## config.mk

```make
export PLATFORM = sky130hd
export DESIGN_NAME = md_hilo_unit
export DESIGN_NICKNAME = d
export VERILOG_FILES = /design/src/rtl/md_hilo_unit.sv
export SDC_FILE = /design/constraint.sdc
export NUM_CORES = 1
export LEC_CHECK = 0
export BUFFER_PORTS_ARGS = -buffer_cell sky130_fd_sc_hd__buf_2
export CORE_MARGIN = 3
export CORE_UTILIZATION = 32
export DETAILED_ROUTE_END_ITERATION = 6
export GPL_ROUTABILITY_DRIVEN = 0
export PLACE_DENSITY = 0.52
export REMOVE_ABC_BUFFERS = 1
export SLEW_MARGIN = 10
export SYNTH_ARGS = -nofsm -noshare
export SYNTH_HDL_FRONTEND = slang
export SYNTH_SLANG_ARGS = --single-unit
```

## constraint.sdc

```tcl
create_clock -name clk -period 8.2 [get_ports clk]
set_input_delay 1.64 -clock clk [delete_from_list [all_inputs] [get_ports clk]]
set_output_delay 1.64 -clock clk [all_outputs]
set_load 0.1 [all_outputs]
```

## src/rtl/md_hilo_unit.sv

```systemverilog
// rtl/md_hilo_unit.sv - iterative MULT/MULTU/DIV/DIVU unit owning the HI/LO register pair
// Optional MD_FAST_MUL_EN: single-cycle multiply; divides stay iterative.
module md_hilo_unit (
    input  logic        clk,
    input  logic        rst_n,
    input  logic        start,
    input  logic [4:0]  op,
    input  logic [31:0] a,
    input  logic [31:0] b,
    input  logic        mthi_we,
    input  logic        mtlo_we,
    input  logic [31:0] wdata,
    output logic [31:0] hi,
    output logic [31:0] lo,
    output logic        busy,
    output logic        done
);

    typedef enum logic [1:0] {IDLE, RUN, FIX} state_t;

    state_t      state, state_nx;
    logic [5:0]  cnt;
    logic        is_div;
    logic        neg_lo, neg_hi;
    logic [31:0] dvs;
    logic [63:0] acc;

    logic        op_legal, launch, sgn_op, div_op;
    logic [31:0] a_abs, b_abs;
    logic [32:0] mul_sum;
    logic [63:0] mul_nx, div_nx, prod_fix;
    logic [33:0] div_diff;
    logic [31:0] quo_fix, rem_fix;

    assign op_legal = (op == 5'b00001) || (op == 5'b00010) ||
                      (op == 5'b00100) || (op == 5'b01000);
    assign launch   = (state == IDLE) && start && op_legal;
    assign sgn_op   = op[0] | op[2];
    assign div_op   = op[2] | op[3];
    assign a_abs    = (sgn_op && a[31]) ? 32'd0 - a : a;
    assign b_abs    = (sgn_op && b[31]) ? 32'd0 - b : b;
    assign busy     = (state != IDLE);

    // Multiply: multiplier sits in acc[31:0] and is consumed from the LSB.
    assign mul_sum  = {1'b0, acc[63:32]} + {1'b0, dvs};
    assign mul_nx   = acc[0] ? {mul_sum, acc[31:1]} : {1'b0, acc[63:1]};

    // Divide: trial-subtract against the top 33 bits of the shifted {rem, quo}.
    assign div_diff = {1'b0, acc[63:31]} - {2'b00, dvs};
    assign div_nx   = div_diff[33] ? {acc[62:0], 1'b0}
                                   : {div_diff[31:0], acc[30:0], 1'b1};

    assign prod_fix = neg_lo ? 64'd0 - acc : acc;
    assign quo_fix  = neg_lo ? 32'd0 - acc[31:0] : acc[31:0];
    assign rem_fix  = neg_hi ? 32'd0 - acc[63:32] : acc[63:32];

`ifdef MD_FAST_MUL_EN
    logic [63:0] sprod, uprod;
    assign sprod = {{32{a[31]}}, a} * {{32{b[31]}}, b};
    assign uprod = {32'd0, a} * {32'd0, b};
`endif

    always_comb begin
        state_nx = state;
        case (state)
            IDLE: begin
                if (launch) begin
                    state_nx = RUN;
`ifdef MD_FAST_MUL_EN
                    if (op[0] | op[1])
                        state_nx = FIX;
`endif
                end
            end
            RUN:     if (cnt == 6'd31) state_nx = FIX;
            FIX:     state_nx = IDLE;
            default: state_nx = IDLE;
        endcase
    end

    always_ff @(posedge clk or negedge rst_n) begin
        if (!rst_n) begin
            state  <= IDLE;
            cnt    <= 6'd0;
            is_div <= 1'b0;
            neg_lo <= 1'b0;
            neg_hi <= 1'b0;
            dvs    <= 32'd0;
            acc    <= 64'd0;
            hi     <= 32'd0;
            lo     <= 32'd0;
            done   <= 1'b0;
        end else begin
            state <= state_nx;
            done  <= 1'b0;
            case (state)
                IDLE: begin
                    if (mthi_we) hi <= wdata;
                    if (mtlo_we) lo <= wdata;
                    if (launch) begin
                        is_div <= div_op;
                        dvs    <= div_op ? b_abs : a_abs;
                        acc    <= {32'd0, div_op ? a_abs : b_abs};
                        neg_lo <= sgn_op & (a[31] ^ b[31]);
                        neg_hi <= sgn_op & a[31];
                        cnt    <= 6'd0;
`ifdef MD_FAST_MUL_EN
                        if (op[0]) begin
                            acc    <= sprod;
                            neg_lo <= 1'b0;
                        end else if (op[1]) begin
                            acc    <= uprod;
                            neg_lo <= 1'b0;
                        end
`endif
                    end
                end
                RUN: begin
                    acc <= is_div ? div_nx : mul_nx;
                    cnt <= cnt + 6'd1;
                end
                FIX: begin
                    done <= 1'b1;
                    if (is_div) begin
                        // Divide by zero leaves |a| as remainder, so HI restores raw a.
                        hi <= rem_fix;
                        lo <= (dvs == 32'd0) ? 32'hFFFFFFFF : quo_fix;
                    end else begin
                        hi <= prod_fix[63:32];
                        lo <= prod_fix[31:0];
                    end
                end
                default: ;
            endcase
        end
    end

endmodule

```

==> impl_metrics.json <==
{
  "ys_seq_area_frac": 0.2888,
  "ys_warn_count": 0,
  "r2r-end": "acc[59]",
  "cts_buffers": 17,
  "synth_flop_cell": "dfrtp_1",
  "drt_pass1_iterations": 5,
  "rsz0062_at_grt": "no",
  "drt-initial-drc-count": 1385,
  "crit_path_end": "acc[18]",
  "synth.area.top_cells": "dfrtp_1, o21ai_0, xnor2_1",
  "drtAntennaViolNets": 0,
  "die_area_mm2": 0.04919,
  "die_x_um": 221.8,
  "fmax_mhz": 242.5,
  "final-setup-viol-count": 0,
  "critPathKind": "in -> reg",
  "worst_pin_slew_ps": 1108,
  "grt.total_usage": 0.2081,
  "cts_resized": 0,
  "clk_pin_slew_ps": 70,
  "fin_nets": 2182,
  "utilization": 0.3679,
  "crit_chain": "buf_2, or2_2, nor2_1, nand2_1, o21ai_0, and4b_4, buf_4, nor3_1, a221oi_1",
  "avgSynthCellArea_um2": 7.757,
  "viasPerCell": 5.521,
  "relSlewSlack": 0.2616,
  "diodes": 0,
  "power_density_mw_per_mm2": 427.4,
  "cts_hold_buf": 0,
  "syn-cell-area_mm2": 0.01490,
  "endpoint_kind": "flop",
  "report.final.slew_viol_count": 0,
  "synth_cell_types": 74,
  "cts_tree": "done",
  "start_kind": "input pin",
  "slowest_stage": "or2_2",
  "row_count": 78,
  "ir_worst_vdd_mv": 0.2766,
  "synthArstFlopShare": 1.000,
  "cts_sinks": 172,
  "place_area_mm2": 0.01623,
  "fin_area_mm2": 0.01680,
  "fp.dieH_um": 221.8,
  "tns_ps": 0,
  "leakage_uw": 0.007098,
  "place_hpwl_um": 40880,
  "io_buffers": 171,
  "startpoint": "op[2]",
  "min_path_type": "reg -> reg",
  "cts.path.max_buffers": 2,
  "pre_cts_slack_ps": 3608,
  "fp.coreArea_mm2": 0.04567,
  "via_count": 14460,
  "synth.top_cell.area_share": 0.2888,
  "yosys.area.top_type": "dfrtp_1",
  "drc": 0,
  "synth-seq-cells": 172,
  "status": "complete, no violations",
  "finalWirelength_um": 52010,
  "cp.arrival_ps": 4470,
  "boundaryPins": 172,
  "drive_above_1_share": 0.1323,
  "critPathMaxFanout": 71,
  "cts_setup_buffers": 0,
  "fin_crit_ps": 4124,
  "r2r_cells": 12,
  "max_stage_delay_ps": 680,
  "antenna_found_initial": 0,
  "synth_most_common_cell": "nand2_1",
  "hold_viol": 0,
  "cts_root_buf": "clkbuf_16",
  "path_depth": 9,
  "drv_cap": 0,
  "critPathRequiredTime_ps": 8550,
  "path_buf_inv": 2,
  "crit_family": "simple AND/OR/NAND/NOR gates",
  "area_growth_pct": 12.75,
  "grt_first_pass_wirelength_um": 81300,
  "finClkSkew_ps": 13.63,
  "wl_per_cell_um": 19.87,
  "fin_ws_ps": 4076,
  "synth_edf_count": 0,
  "first_global_vias": 13810,
  "r2r-start": "acc[31]",
  "initial_utilization": 0.3263,
  "clk_latency_ps": 470,
  "syn_inst": 1921,
  "reg2reg_slack_ps": 4330,
  "synth_common_cells": "nand2_1, o21ai_0, dfrtp_1",
  "grt_max_degree": 104,
  "grt_overflow": 0,
  "htreeDepth": 4,
  "period_share": 0.5029
}
-- logic make-up (layout without fill, tap and decap cells) --
logic type / after synthesis / count (layout) / share of synthesized area
adder cells (fa/ha/maj): 71 / 71 / 0.06062
XOR/XNOR: 170 / 170 / 0.09992
buffers and inverters: 189 / 286 / 0.04819
multiplexers: 44 / 44 / 0.02989
AND/OR/NAND/NOR: 629 / 629 / 0.2006
AO/OA/AOI/OAI: 646 / 646 / 0.2720
flip-flops: 172 / 172 / 0.2888
-- metrics by stage --
step | instances | hold slack [ps] | total power, uW
final | 2618 | 474.3 | 7180
after global routing | 2618 | 507.0 | 7723
after CTS | 2618 | 481.8 | 7144
after detailed placement | 2586 | 465.0 | 6313
after global placement | 2586 | 456.5 | 6270
after floorplan | 1793 | 451.5 | 5083
-- layout by cell type, fill, tap and decap left out, drive strengths merged, types with 36 or more instances in the layout --
cell,instances
xnor2,109
mux2i,40
nor2,128
a21o,37
nand2,243
nand3,43
xor2,61
ha,69
dfrtp,172
o211ai,36
a21oi,147
inv,66
o21ai,214
nor3,56
buf,193
-- worst min-delay path by stage --
stage	startpoint	end	slack [ps]	depth (start not counted)
after floorplan	cnt[5]	cnt[5]	450	1
after global placement	lo[9]	lo[9]	460	2
after detailed placement	lo[12]	lo[12]	470	2
after CTS	lo[12]	lo[12]	480	2
after global routing	lo[11]	lo[11]	510	2
final	lo[19]	lo[19]	470	2
-- per-layer routing --
layer	track usage	vias to the layer above	share of wire	wire (um)
li1	-	7179	-	-
met1	0.3033	6729	0.48	24780
met2	0.3129	499	0.42	22010
met3	0.03787	48	0.078	4077
met4	0.06233	0	0.022	1138
met5	0	-	0	0
-- flip-flops by register name, indices dropped and copies added (netlist names) --
register	cells
acc	64
cnt	6
done	1
dvs	32
hi	32
is_div	1
lo	32
neg_hi	1
neg_lo	1
state	2
-- worst reg2reg max path, stage by stage, from the launching register on --
cell	delay (ps)
dfrtp_1	730
inv_1	150
ha_1	230
nor2b_1	160
o2111ai_1	160
a21o_1	230
a21oi_1	450
a21oi_1	240
o21ai_0	420
a211oi_1	180
or3b_2	460
a21oi_1	210
o21ai_0	140
-- layout make-up --
class                      count  area [um2]
multi-input combinational   1560        9916
sequential                   172        4305
fill                        4807       28870
timing repair buffer         193        1027
clock inverter                14       133.9
tap                          600       750.7
clock buffer                  18       439.2
inverter                      61       229.0
-- where the power goes --
group	leakage [uW]	internal (uW)	switching [uW]
Sequential	0.00203	1160	631
Clock	0.000278	431	385
Combinational	0.00479	1650	2930
Note: power is estimated with default switching activity, not from simulation.
